==> src/rtl/fp_ctrl_pkg.sv <==
// Shared definitions for the FP add/sub sequencing controller: state and opcode
// encodings plus a few IEEE-754 single-precision constants.
package fp_ctrl_pkg;

    typedef enum logic [1:0] {
        ST_IDLE = 2'd0,
        ST_EXEC = 2'd1,
        ST_DONE = 2'd2
    } fp_state_e;

    localparam logic FP_OP_ADD = 1'b0;
    localparam logic FP_OP_SUB = 1'b1;

    localparam logic [31:0] FP_ONE  = 32'h3F80_0000;
    localparam logic [31:0] FP_TWO  = 32'h4000_0000;
    localparam logic [31:0] FP_MAX  = 32'h7F7F_FFFF;
    localparam logic [31:0] FP_QNAN = 32'h7FC0_0000;

    // Leading-zero count of a 27-bit mantissa; the highest set bit wins, 27 when empty.
    function automatic logic [4:0] clz27(input logic [26:0] v);
        logic [4:0] n;
        n = 5'd27;
        for (int i = 0; i < 27; i++) begin
            n = v[i] ? 5'(26 - i) : n;
        end
        return n;
    endfunction

endpackage

==> src/rtl/ieee754_adder.sv <==
// Combinational IEEE-754 single-precision adder, round-to-nearest-even,
// with overflow and tiny-result (underflow) indications.
module ieee754_adder
    import fp_ctrl_pkg::*;
(
    input  logic [31:0] a,
    input  logic [31:0] b,
    output logic [31:0] result,
    output logic        overflow,
    output logic        underflow
);

    logic        sa_s, sb_s, sl_s, ss_s, swap_s, eff_sub_s, up_s;
    logic [7:0]  ea_s, eb_s, el_s, es_s, d_s;
    logic [22:0] fa_s, fb_s, fl_s, fs_s, frac_s;
    logic [23:0] ml_s, ms_s;
    logic [4:0]  dcap_s, lz_s;
    logic [49:0] wide_s;
    logic [26:0] al_s, norm_s;
    logic [27:0] sum_s;
    logic [9:0]  exp_n_s, exp_f_s;
    logic [24:0] rnd_s;
    logic        a_nan_s, b_nan_s, a_inf_s, b_inf_s;

    // Align, add/subtract, normalise and round the two operands.
    always_comb begin
        sa_s = a[31];
        sb_s = b[31];
        ea_s = a[30:23];
        eb_s = b[30:23];
        fa_s = a[22:0];
        fb_s = b[22:0];
        a_nan_s = (ea_s == 8'hFF) && (fa_s != 23'd0);
        b_nan_s = (eb_s == 8'hFF) && (fb_s != 23'd0);
        a_inf_s = (ea_s == 8'hFF) && (fa_s == 23'd0);
        b_inf_s = (eb_s == 8'hFF) && (fb_s == 23'd0);

        swap_s = {eb_s, fb_s} > {ea_s, fa_s};
        sl_s = swap_s ? sb_s : sa_s;
        ss_s = swap_s ? sa_s : sb_s;
        fl_s = swap_s ? fb_s : fa_s;
        fs_s = swap_s ? fa_s : fb_s;
        // Denormals use exponent 1 with no hidden bit.
        el_s = swap_s ? ((eb_s == 8'd0) ? 8'd1 : eb_s) : ((ea_s == 8'd0) ? 8'd1 : ea_s);
        es_s = swap_s ? ((ea_s == 8'd0) ? 8'd1 : ea_s) : ((eb_s == 8'd0) ? 8'd1 : eb_s);
        ml_s = {(swap_s ? (eb_s != 8'd0) : (ea_s != 8'd0)), fl_s};
        ms_s = {(swap_s ? (ea_s != 8'd0) : (eb_s != 8'd0)), fs_s};

        d_s    = el_s - es_s;
        dcap_s = (d_s > 8'd31) ? 5'd31 : d_s[4:0];
        wide_s = {ms_s, 26'd0} >> dcap_s;
        al_s   = {wide_s[49:24], wide_s[23] | (|wide_s[22:0])};

        eff_sub_s = sl_s ^ ss_s;
        if (eff_sub_s) begin
            sum_s = {1'b0, ml_s, 3'b000} - {1'b0, al_s};
        end else begin
            sum_s = {1'b0, ml_s, 3'b000} + {1'b0, al_s};
        end

        lz_s = clz27(sum_s[26:0]);
        if (sum_s[27]) begin
            norm_s  = {sum_s[27:2], sum_s[1] | sum_s[0]};
            exp_n_s = {2'b00, el_s} + 10'd1;
        end else if ({3'b000, lz_s} < el_s) begin
            norm_s  = sum_s[26:0] << lz_s;
            exp_n_s = {2'b00, el_s} - {5'd0, lz_s};
        end else begin
            norm_s  = sum_s[26:0] << (el_s - 8'd1);
            exp_n_s = 10'd0;
        end

        up_s  = norm_s[2] & (norm_s[1] | norm_s[0] | norm_s[3]);
        rnd_s = {1'b0, norm_s[26:3]} + {24'd0, up_s};
        if (rnd_s[24]) begin
            exp_f_s = exp_n_s + 10'd1;
            frac_s  = rnd_s[23:1];
        end else if ((exp_n_s == 10'd0) && rnd_s[23]) begin
            exp_f_s = 10'd1;
            frac_s  = rnd_s[22:0];
        end else begin
            exp_f_s = exp_n_s;
            frac_s  = rnd_s[22:0];
        end
    end

    // Resolve special operands, exact zero and exponent overflow into the final word.
    always_comb begin
        result    = {sl_s, exp_f_s[7:0], frac_s};
        overflow  = 1'b0;
        underflow = 1'b0;
        if (a_nan_s || b_nan_s || (a_inf_s && b_inf_s && (sa_s != sb_s))) begin
            result = FP_QNAN;
        end else if (a_inf_s) begin
            result = a;
        end else if (b_inf_s) begin
            result = b;
        end else if (sum_s == 28'd0) begin
            result = {sa_s & sb_s, 31'd0};
        end else if (exp_f_s >= 10'd255) begin
            result   = {sl_s, 8'hFF, 23'd0};
            overflow = 1'b1;
        end else begin
            underflow = (exp_f_s == 10'd0) && (frac_s != 23'd0);
        end
    end

endmodule

==> src/rtl/fp_addsub_ctrl.sv <==
// Sequencing controller for the shared single-precision add/sub datapath:
// captures a request, holds operands for EXEC_CYCLES, registers the response.
module fp_addsub_ctrl
    import fp_ctrl_pkg::*;
#(
    parameter int EXEC_CYCLES = 2,
    parameter int CNT_W       = 4
) (
    input  logic        clk,
    input  logic        rst_n,
    input  logic        flush,
    input  logic        req_valid,
    output logic        req_ready,
    input  logic        req_op,
    input  logic [31:0] req_a,
    input  logic [31:0] req_b,
    output logic        resp_valid,
    input  logic        resp_ready,
    output logic [31:0] resp_result,
    output logic        resp_overflow,
    output logic        resp_underflow,
    input  logic        flags_clr,
    output logic        sticky_of,
    output logic        sticky_uf,
    output logic        busy
);

    localparam logic [CNT_W-1:0] CNT_LOAD = CNT_W'(EXEC_CYCLES - 1);
    localparam logic [CNT_W-1:0] CNT_ZERO = {CNT_W{1'b0}};
    localparam logic [CNT_W-1:0] CNT_ONE  = CNT_W'(1);

    fp_state_e        state_r;
    logic [CNT_W-1:0] cnt_r;
    logic [31:0]      a_r, b_r;
    logic [31:0]      sum_s;
    logic             of_s, uf_s;
    logic             accept_s, capture_s;
    logic             resp_valid_r, resp_of_r, resp_uf_r;
    logic [31:0]      resp_result_r;
    logic             sticky_of_r, sticky_uf_r;

    ieee754_adder u_adder (
        .a         (a_r),
        .b         (b_r),
        .result    (sum_s),
        .overflow  (of_s),
        .underflow (uf_s)
    );

    assign req_ready = ((state_r == ST_IDLE) || ((state_r == ST_DONE) && resp_ready)) && !flush;
    assign accept_s  = req_valid && req_ready;
    assign capture_s = (state_r == ST_EXEC) && (cnt_r == CNT_ZERO) && !flush;

    assign resp_valid     = resp_valid_r;
    assign resp_result    = resp_result_r;
    assign resp_overflow  = resp_of_r;
    assign resp_underflow = resp_uf_r;
    assign sticky_of      = sticky_of_r;
    assign sticky_uf      = sticky_uf_r;
    assign busy           = (state_r != ST_IDLE);

    // Main sequencer: accept, countdown, capture and response handshake.
    always_ff @(posedge clk or negedge rst_n) begin
        if (!rst_n) begin
            state_r       <= ST_IDLE;
            cnt_r         <= CNT_ZERO;
            a_r           <= 32'd0;
            b_r           <= 32'd0;
            resp_valid_r  <= 1'b0;
            resp_result_r <= 32'd0;
            resp_of_r     <= 1'b0;
            resp_uf_r     <= 1'b0;
        end else if (flush) begin
            state_r      <= ST_IDLE;
            cnt_r        <= CNT_ZERO;
            resp_valid_r <= 1'b0;
        end else begin
            case (state_r)
                ST_IDLE: begin
                    if (accept_s) begin
                        a_r     <= req_a;
                        b_r     <= {req_b[31] ^ (req_op == FP_OP_SUB), req_b[30:0]};
                        cnt_r   <= CNT_LOAD;
                        state_r <= ST_EXEC;
                    end else begin
                        state_r <= ST_IDLE;
                    end
                end
                ST_EXEC: begin
                    if (cnt_r == CNT_ZERO) begin
                        resp_result_r <= sum_s;
                        resp_of_r     <= of_s;
                        resp_uf_r     <= uf_s;
                        resp_valid_r  <= 1'b1;
                        state_r       <= ST_DONE;
                    end else begin
                        cnt_r <= cnt_r - CNT_ONE;
                    end
                end
                ST_DONE: begin
                    if (accept_s) begin
                        // Consumer drains the result while the next request loads.
                        a_r          <= req_a;
                        b_r          <= {req_b[31] ^ (req_op == FP_OP_SUB), req_b[30:0]};
                        cnt_r        <= CNT_LOAD;
                        resp_valid_r <= 1'b0;
                        state_r      <= ST_EXEC;
                    end else if (resp_ready) begin
                        resp_valid_r <= 1'b0;
                        state_r      <= ST_IDLE;
                    end else begin
                        state_r <= ST_DONE;
                    end
                end
                default: begin
                    state_r      <= ST_IDLE;
                    cnt_r        <= CNT_ZERO;
                    resp_valid_r <= 1'b0;
                end
            endcase
        end
    end

    // Sticky exception flags: clear first, then OR in a coincident capture.
    always_ff @(posedge clk or negedge rst_n) begin
        if (!rst_n) begin
            sticky_of_r <= 1'b0;
            sticky_uf_r <= 1'b0;
        end else begin
            sticky_of_r <= (sticky_of_r & ~flags_clr) | (capture_s & of_s);
            sticky_uf_r <= (sticky_uf_r & ~flags_clr) | (capture_s & uf_s);
        end
    end

endmodule

==> config.mk <==
export PLATFORM = sky130hd
export DESIGN_NAME = fp_addsub_ctrl
export DESIGN_NICKNAME = d
export VERILOG_FILES = /design/src/rtl/fp_ctrl_pkg.sv /design/src/rtl/ieee754_adder.sv /design/src/rtl/fp_addsub_ctrl.sv
export SDC_FILE = /design/constraint.sdc
export NUM_CORES = 1
export LEC_CHECK = 0
export CORE_MARGIN = 10
export CORE_UTILIZATION = 42
export CTS_BUF_LIST = sky130_fd_sc_hd__clkbuf_2 sky130_fd_sc_hd__clkbuf_4 sky130_fd_sc_hd__clkbuf_8
export CTS_CLUSTER_DIAMETER = 120
export DETAILED_ROUTE_END_ITERATION = 10
export DONT_BUFFER_PORTS = 1
export MAX_ROUTING_LAYER = met4
export PLACE_DENSITY = 0.54
export SLEW_MARGIN = 25
export SYNTH_ARGS = -nofsm -noshare
export SYNTH_HDL_FRONTEND = slang
export SYNTH_SLANG_ARGS = --single-unit
==> constraint.sdc <==
create_clock -name clk -period 22.9 [get_ports clk]
set_input_delay 4.58 -clock clk [delete_from_list [all_inputs] [get_ports clk]]
set_output_delay 4.58 -clock clk [all_outputs]
set_load 0.1 [all_outputs]
## Yosys cells after proc, flatten, opt, wreduce, memory -nomap -nowiden

Index checks and enable logic that the tools add are counted.

- Reduce and logical (&&, ||, !) cells: 38
- Bitwise operators: 16
- Eq/ne operators: 10
- Multiply operators: 0
- $lt $le $gt $ge: 4
- Add/subtract/negate cells: 9
- Muxes and demuxes: 76
- Shift operators: 3
- Divide/modulo/power cells: 0

Operators by type and width:

| cell | number |
|---|---|
| 5-bit 2-to-1 mux | 27 |
| 32-bit 2-to-1 mux | 4 |
| 23-bit 2-to-1 mux | 3 |
| 23-bit nonzero test | 3 |
| 27-bit 2-to-1 mux | 2 |
| 50-bit by 5-bit right shift with 50-bit output | 1 |
| 23-bit logical NOT | 2 |
| 10-bit 2-to-1 mux | 4 |
| 8-bit 2-to-1 mux | 4 |
| 31-bit greater-than comparator | 1 |
| 31-bit 2-to-1 mux | 1 |
| 27-bit by 27-bit adder with 28-bit output | 1 |
| 28-bit logical NOT | 1 |
| 28-bit 2-to-1 mux | 1 |
| 27-bit by 27-bit subtractor with 28-bit output | 1 |
| 27-bit by 5-bit << shifter with 27-bit output | 1 |
| 27-bit by 8-bit << shifter with 27-bit output | 1 |
| 24-bit by 1-bit adder with 25-bit output | 1 |
| 23-bit OR reduction | 1 |
| 10-bit logical NOT | 2 |
| 1-bit 2-to-1 mux | 20 |
| 8-bit == test, second input constant | 2 |
| 8-bit logical NOT | 2 |
| 8-bit nonzero test | 2 |
| other kinds (35) | 68 |

- Output and inout bits: 39
- Memory bits (writable): 0
- Bits in registers: 107
- Memory bits (read-only): 0
- Input bits: 71
- Logic and storage cells: 166
- Bits in latches: 0
- Memories kept: 0

## Depth between registers and ports, before layout

Gate-level depths: netlist (run 1).

- Depth in word-level cells: 57
- Gate-level depth with buffers: 76
- Depth with buffers taken out: 65

## Hierarchy

From an unflattened synthesis (run 1), not the netlist that was laid out.

- Cells, all modules: 2462
- Area total of the unflattened synthesis: 17727.0 µm²

Modules (own cells, without submodules):

| module | area each (µm²) | sequential area each (µm²) | instances | cells an instance |
|---|---|---|---|---|
| ieee754_adder | 13546.7 | 0.0 | 1 | 2129 |
| fp_addsub_ctrl | 4180.3 | 2677.6 | 1 | 333 |

## Worst setup path before layout (run 1)

Ideal clock, no wire load.

- Path kind: reg-to-reg
- From: reg a_r[22]
- To: reg resp_result_r[1], in the netlist resp_result[1]
- Period minus slack after synthesis: 15834 ps
- Path buffers: 14
- Setup slack: 7066 ps
- Cell stages (with the launch flop): 76
- Library setup time: 69 ps
- Arrival: 15766 ps
- Path through: dfrtp_1 inv_1 ha_1 nand4_1 nor4_1 o21ai_1 and3_1 buf_2 nor2_2 buf_2 buf_4 buf_2 buf_1 nor2_1 a21oi_1 inv_1 ha_1 nor2b_1 (+40 left out) a211oi_4 buf_4 mux2i_1 buf_2 nand2_1 nor2_1 a32o_1 ha_1 nand2_1 or4_4 or4_1 buf_2 o31ai_2 a21oi_1 and4b_1 buf_4 a2111oi_4 a22o_1

- Longest elaborated chain between the ends: 53

Ends and longest elaborated chain:

| element | RTL line | text |
|---|---|---|
| from (decl) | fp_addsub_ctrl.sv:34 | `logic [31:0] a_r, b_r;` |
| from (signal assigned) | fp_addsub_ctrl.sv:81 | `a_r <= req_a;` |
| from (signal assigned) | fp_addsub_ctrl.sv:103 | `a_r <= req_a;` |
| 31-bit greater-than comparator | ieee754_adder.sv:38 | `swap_s = {eb_s, fb_s} > {ea_s, fa_s};` |
| 8-bit 2-to-1 mux (on tied branches) | ieee754_adder.sv:44, ieee754_adder.sv:45 |  |
| 8-bit subtractor | ieee754_adder.sv:49 | `d_s = el_s - es_s;` |
| 8-bit by 5-bit greater-than comparator with 1-bit output | ieee754_adder.sv:50 | `dcap_s = (d_s > 8'd31) ? 5'd31 : d_s[4:0];` |
| 5-bit 2-to-1 mux | ieee754_adder.sv:50 |  |
| 50-bit by 5-bit right shift with 50-bit output | ieee754_adder.sv:51 | `wide_s = {ms_s, 26'd0} >> dcap_s;` |
| 23-bit OR reduction | ieee754_adder.sv:52 | `al_s = {wide_s[49:24], wide_s[23] \| (\|wide_s[22:0])};` |
| 1-bit bitwise OR | ieee754_adder.sv:52 |  |
| (+37 left out) | -- |  |
| 10-bit 2-to-1 mux | ieee754_adder.sv:78 | `end else if ((exp_n_s == 10'd0) && rnd_s[23]) begin` |
| 10-bit 2-to-1 mux | ieee754_adder.sv:75 | `if (rnd_s[24]) begin` |
| 10-bit by 8-bit >= comparator with 1-bit output | ieee754_adder.sv:100 | `end else if (exp_f_s >= 10'd255) begin` |
| 31-bit 2-to-1 mux | ieee754_adder.sv:100 |  |
| 32-bit 2-to-1 mux | ieee754_adder.sv:98 | `end else if (sum_s == 28'd0) begin` |
| 32-bit 2-to-1 mux | ieee754_adder.sv:96 | `end else if (b_inf_s) begin` |
| 32-bit 2-to-1 mux | ieee754_adder.sv:94 | `end else if (a_inf_s) begin` |
| 32-bit 2-to-1 mux * | ieee754_adder.sv:92 | `if (a_nan_s \|\| b_nan_s \|\| (a_inf_s && b_inf_s && (sa_s != sb_s))) begin` |
| to (signal assigned) | fp_addsub_ctrl.sv:91 | `resp_result_r <= sum_s;` |
| to (decl) | fp_addsub_ctrl.sv:39 | `logic [31:0] resp_result_r;` |

Mark *: on every way between the ends. The rest lies on a longest branch, timed or not.
A chain may end at the register's enable or synchronous reset.

## Final worst setup path (run 1)

- From: reg a_r[20]
- To: reg resp_result_r[19], in the netlist resp_result[19]

The elaborated chain is that of the path after synthesis.

==> results of run 1 <==
## logic make-up after synthesis
| kind of cell | count (synthesis) | share of synthesized area [%] |
|---|---|---|
| AOI/OAI and AO/OA | 839 | 34.35 |
| xor gates and xnor gates | 44 | 2.236 |
| adders and majority gates | 102 | 7.476 |
| buffers and inverters | 252 | 6.184 |
| DFF | 107 | 15.53 |
| muxes | 120 | 7.585 |
| and+or+nand+nor | 904 | 26.64 |
## tightest hold or removal path, delay by kind of cell, from the launching register on
kind / cells / cell delay [ns]
simple gates: 1 / 0.06
flops: 1 / 0.39
compound gates: 1 / 0.06
## final timing paths
check | start | endpoint | slack, ns
setup / recovery | a_r[20] | resp_result[19] | 1.59
hold / removal | b_r[31] | b_r[31] | 0.54
setup reg to reg | a_r[20] | resp_result[19] | 1.59
hold reg to reg | b_r[31] | b_r[31] | 0.54
max in group asynchronous | rst_n | resp_result[6] | 18.81
min in group asynchronous | rst_n | b_r[14] | 3.86
## sequential cells by signal, indices dropped and copies added, names as in the netlist
signal,count
sticky_uf,1
sticky_of,1
a_r,32
state_r,2
cnt_r,4
resp_valid,1
b_r,32
resp_result,32
resp_overflow,1
resp_underflow,1
## through the flow
step	utilization (%)	hold WS (ns)	setup WS, ns	area [sq um]	std cells
after floorplan	-	0.4690	7.066	17240	2368
final	43.50	0.5428	1.587	17720	2810
after CTS	43.48	0.5467	1.931	17710	2809
after global routing	43.50	0.5919	0.1855	17720	2810
after detailed placement	43.04	0.5207	1.998	17530	2793
after global placement	42.99	0.5044	2.204	17520	2792
## metal layers
metal  share of wire [%]  wire length (microns)
met4                 3.5                   2627
met3                 9.7                   7269
met2                  42                  31710
met1                  44                  33110
met5                   0                      0
## timing repair
item / CTS / global route
gates resized for setup: 0 / 1
hold buffers: 0 / 0
endpoints found under the setup margin: 0 / 7
## area by class of cell
cell class / count / share of cell area [%]
Inverter: 113 / 2.393
Clock inverter: 6 / 0.2753
Multi-Input combinational cell: 2009 / 76.36
Tap cell: 532 / 3.756
Sequential cell: 107 / 15.11
Clock buffer: 10 / 0.7413
Antenna cell: 1 / 0.01412
Timing Repair Buffer: 32 / 1.356
## placed cells by master, fill, tap and decap left out, types with 15 or more instances in the layout
master       n
nor2_1     221
nand2_1    215
a21oi_1    198
o21ai_0    136
inv_1      110
dfrtp_1    107
ha_1        98
nor3_1      90
nand3_1     83
mux2_2      74
mux2i_1     42
a21o_1      41
nor4_1      39
nand4_1     35
buf_4       32
a31oi_1     30
xnor2_1     30
and3_1      29
a211oi_1    29
o22ai_1     27
o211ai_1    27
o21a_1      25
o2111ai_1   25
and2_1      23
or3_1       23
nand2b_1    22
a22o_1      20
a221oi_1    18
o21ai_1     16
or2_2       16
or4_1       16
a2111oi_0   15
nor2b_1     15
o31ai_1     15
o21bai_1    15
==> summary.txt, run 1 <==
Crit Path Max Fanout: 45
Critical-path top delay cell: a2111oi_0
Synth Flop Type: dfrtp_1
# Post-CTS Setup Buffers: 0
TritonCTS buffer count: 9
IO Port Bufs: 0
Clock latency on the worst-skew pair: 0.41 ns
Max Cap Violations: 0
Pin count of the biggest net entering global routing: 108
Grt total ovfl: 0
Mapped Avg Cell Area: 7.279 sq um
Area Growth Syn to Fin: 2.809%
FF/Latch Area: 2678 sq um
Wire length per cell: 26.59 microns
Initial antenna violation count: 1
Most frequent CP cell: ha_1
Worst reg2reg path depth: 62
DR pass1 iterations: 8
Nets@finish: 2,444
Worst-margin pin slew: 1.221 ns
# DRC: 0
Post-Syn Area: 17,240 sq um
FFs w/ async S/R, synth: 100.0%
Die Wd: 222.6 microns
Top Usage Layer GRT: met2
Ys Warns: 0
Vias: 19.46k
Post-Syn Instances: 2,368
Met1 Use GR: 40.19%
Crit. path cell count: 62
Initial DRC Count: 2,360
Met3 GRT Util: 6.118%
Synth top area cells: dfrtp_1 16%, ha_1 7.2%, a21oi_1 5.7%
Placed wire-length estimate: 58,740 microns
Crit path max-delay family: simple AND/OR/NAND/NOR gates
Final Hold Viols: 0
Status: completed
Multi-input logic area: 13,530 sq um
Reg clk slew, reported paths: 0.11 ns
Tcrit/Tclk final: 93.07%
Mapped Nets: 2,540
Top-count cell post-synth: nor2_1
Worst Path Required: 23.20 ns
EDFF count, synth: 0
Cell taking the most area after synthesis: dfrtp_1
Clock Root Buffer: clkbuf_8
H-tree levels: 3
Initial Util: 42.31%
Critical path class: flop to flop
Antenna-violating nets left: 0
Gr usage total: 29.57%
Row cnt: 74
Die ar.: 49,550 sq um
RSZ-0062 raised after global routing: no
IO Pins: 110
CP Capture Type: flop
CTS tree: yes
Layout cell share with drive strength beyond 1: 10.01%
Setup Viol. Count Final: 0
Post-synth top cells: 221 x nor2_1, 216 x nand2_1, 198 x a21oi_1
Final Max Slew Viols: 0
Final TNS setup: 0 ns
GPL Wtd Cong: 1.044
Hold path cells: 2
Clk_skew: 0.01714 ns
Synth Register Bits: 107
Final wirelength: 74,720 microns
Top cell type's share of synthesized area: 15.53%
CP max stage delay: 0.77 ns
Startpoint Class: flop
Slew HR: 17.74%
Vias in the first global route: 18.33k
Vias per cell: 6.927
Longest Clk Path Bufs: 2
Synth cell types: 125
Crit path DAT: 21.61 ns
CTS Sinks: 107
Global-route wire length before repair: 114,200 microns
Global routing usage on met2: 42.49%
Worst Hold Class: flop to flop
Buf/Inv on CP: 4
Seq/Total Area, Yosys: 15.53%
Die Y: 222.6 microns
Core area: 40,740 sq um
# fillers: 4,309
Fmax: 46.92 MHz
Final Critical Period: 21.31 ns
Power of run 1 is left out: the tool's default activity adds up to more than one toggle a clock period on the data nets, which glitch-free logic cannot reach.
==> run 2, diff against run 1 <==
Settings changed: CTS_BUF_LIST sky130_fd_sc_hd__clkbuf_2 sky130_fd_sc_hd__clkbuf_4 sky130_fd_sc_hd__clkbuf_8 to sky130_fd_sc_hd__clkbuf_16.
==> summary.txt, run 2 (synthesized netlist as in run 1, its figures left out) <==
Antenna-violating nets left: 0 (unchanged)
Vias per cell: 6.924 (about the same)
CP Capture Type: flop
Max Cap Violations: 0 (unchanged)
Startpoint Class: flop
Reg clk slew, reported paths: 0.08 ns (-0.03 ns)
Final Hold Viols: 0 (unchanged)
Row cnt: 74 (unchanged)
IO Pins: 110 (unchanged)
Layout cell share with drive strength beyond 1: 9.969% (-0.044 points)
Tcrit/Tclk final: 92.93% (-0.14 points)
Hold path endpoint: b_r[31]
Nets@finish: 2,444 (unchanged)
Clock latency on the worst-skew pair: 0.37 ns (-0.04 ns)
Initial Util: 42.31% (unchanged)
Die Y: 222.6 microns (unchanged)
Core area: 40,740 sq um (unchanged)
Crit path max-delay family: simple AND/OR/NAND/NOR gates
Gr usage total: 29.62% (+0.051 points)
Status: completed
FF-to-FF End: resp_result[19]
Worst reg2reg path depth: 61 (-1.6%)
Crit Path Max Fanout: 45 (unchanged)
Critical-path top delay cell: or4_1
Clk_skew: 0.01280 ns (-0.004342 ns)
Vias: 19.46k (-0.036%)
Grt total ovfl: 0 (unchanged)
TritonCTS buffer count: 9 (unchanged)
RSZ-0062 raised after global routing: no
Worst Path Required: 23.16 ns (-0.04 ns)
Critical path class: flop to flop
Die Wd: 222.6 microns (unchanged)
Final Critical Period: 21.28 ns (-0.03149 ns)
Crit path DAT: 21.54 ns (-0.07 ns)
DR pass1 iterations: 7 (-1)
Area Growth Syn to Fin: 3.375%
H-tree levels: 3 (unchanged)
Vias in the first global route: 18.32k (-0.0055%)
Initial antenna violation count: 1 (unchanged)
GPL Wtd Cong: 1.044 (unchanged)
Global-route wire length before repair: 114,300 microns (about the same)
Worst reg-to-reg setup slack: 1.62 ns (+0.03 ns)
Initial DRC Count: 2,498 (+5.8%)
Slew HR: 26.83% (+9.1 points)
Most common cell after layout, fill and taps aside: nor2_1
# Post-CTS Setup Buffers: 0 (unchanged)
Longest Clk Path Bufs: 2 (unchanged)
Final wirelength: 74,800 microns (+0.12%)
CTS tree: yes
Placed wire-length estimate: 58,740 microns (unchanged)
IO Port Bufs: 0 (unchanged)
Buf/Inv on CP: 4 (unchanged)
Fmax: 46.99 MHz (+0.15%)
Commonest non-fill, non-tap cells in the layout: 221 x nor2_1, 215 x nand2_1, 198 x a21oi_1
CP max stage delay: 0.80 ns (+0.03 ns)
Die ar.: 49,550 sq um (unchanged)
Worst Hold Class: flop to flop
# fillers: 4,303 (-0.14%)
Final Max Slew Viols: 0 (unchanged)
Final TNS setup: 0 ns (unchanged)
Wire length per cell: 26.62 microns (+0.12%)
# DRC: 0 (unchanged)
Setup Viol. Count Final: 0 (unchanged)
Reg-to-reg startpoint: a_r[20]
Worst-margin pin slew: 1.086 ns (-0.1349 ns)
Pin count of the biggest net entering global routing: 108 (unchanged)
Clock Root Buffer: clkbuf_16
Hold path cells: 2 (unchanged)
CTS Sinks: 107 (unchanged)
Startpoint of the worst hold path: b_r[31]
==> run 2: changes by cell type in the layout (fill, tap and decap cells not counted) <==
cell | before | now
clkbuf_4 | 1 | 0
inv_1 | 110 | 111
clkbuf_8 | 9 | 0
clkbuf_16 | 0 | 9
==> run 2: timing repair <==
item,in CTS,in global routing
gates resized for setup,0,1
hold buffers,0,0
setup endpoints to repair,0,7
==> run 2: worst register-to-register path: cells and delay by family (launching register included) <==
kind	cells	cell delay [ns]
simple gates	31	10.46
compound gates	21	7.64
buf+inv	4	0.90
fa+ha+maj	5	1.62
flops	1	0.56
==> run 2: metal layers <==
layer  up-vias  wire length (microns)  GRT usage [%]
li1       8859                      -              -
met1      9418                  33630          40.24
met2      1024                  31630          42.49
met3       156                   6932          6.065
met4         0                   2609          10.48
met5         -                      0              -
==> run 2: cell type report <==
type	instances	area (sq um)	area share [%]
diodes	1	2.502	0.01404
clock buffers	9	225.2	1.264
clock inverters	7	52.55	0.2949
inverters	113	424.2	2.380
multi-input cells	2009	13530	75.94
flip-flops and latches	107	2678	15.03
well taps	532	665.6	3.735
repair buffers	32	240.2	1.348
==> run 2: worst max-delay path by stage <==
| stage | startpoint | to | slack (ns) | cells after the start |
|---|---|---|---|---|
| final | a_r[20] | resp_result[19] | 1.62 | 61 |
| after global routing | a_r[20] | resp_result[13] | 0.20 | 63 |
| after CTS | a_r[22] | resp_result[19] | 1.94 | 63 |
| after detailed placement | a_r[22] | resp_result[19] | 2.00 | 63 |
| after global placement | a_r[22] | resp_result[17] | 2.20 | 63 |
| after floorplan | a_r[22] | resp_result[1] | 7.07 | 75 |
==> run 2: metrics by stage <==
stage | util (%) | area (sq um) | hold slack (ns) | worst slack, ns | instances
finish | 43.74 | 17820 | 0.5354 | 1.619 | 2810
CTS | 43.72 | 17810 | 0.5389 | 1.938 | 2809
detailed placement | 43.04 | 17530 | 0.5207 | 1.998 | 2793
global route | 43.74 | 17820 | 0.5825 | 0.2000 | 2810
global placement | 42.99 | 17520 | 0.5044 | 2.204 | 2792
floorplan | - | 17240 | 0.4690 | 7.066 | 2368
Power of run 2 is left out for the same reason.
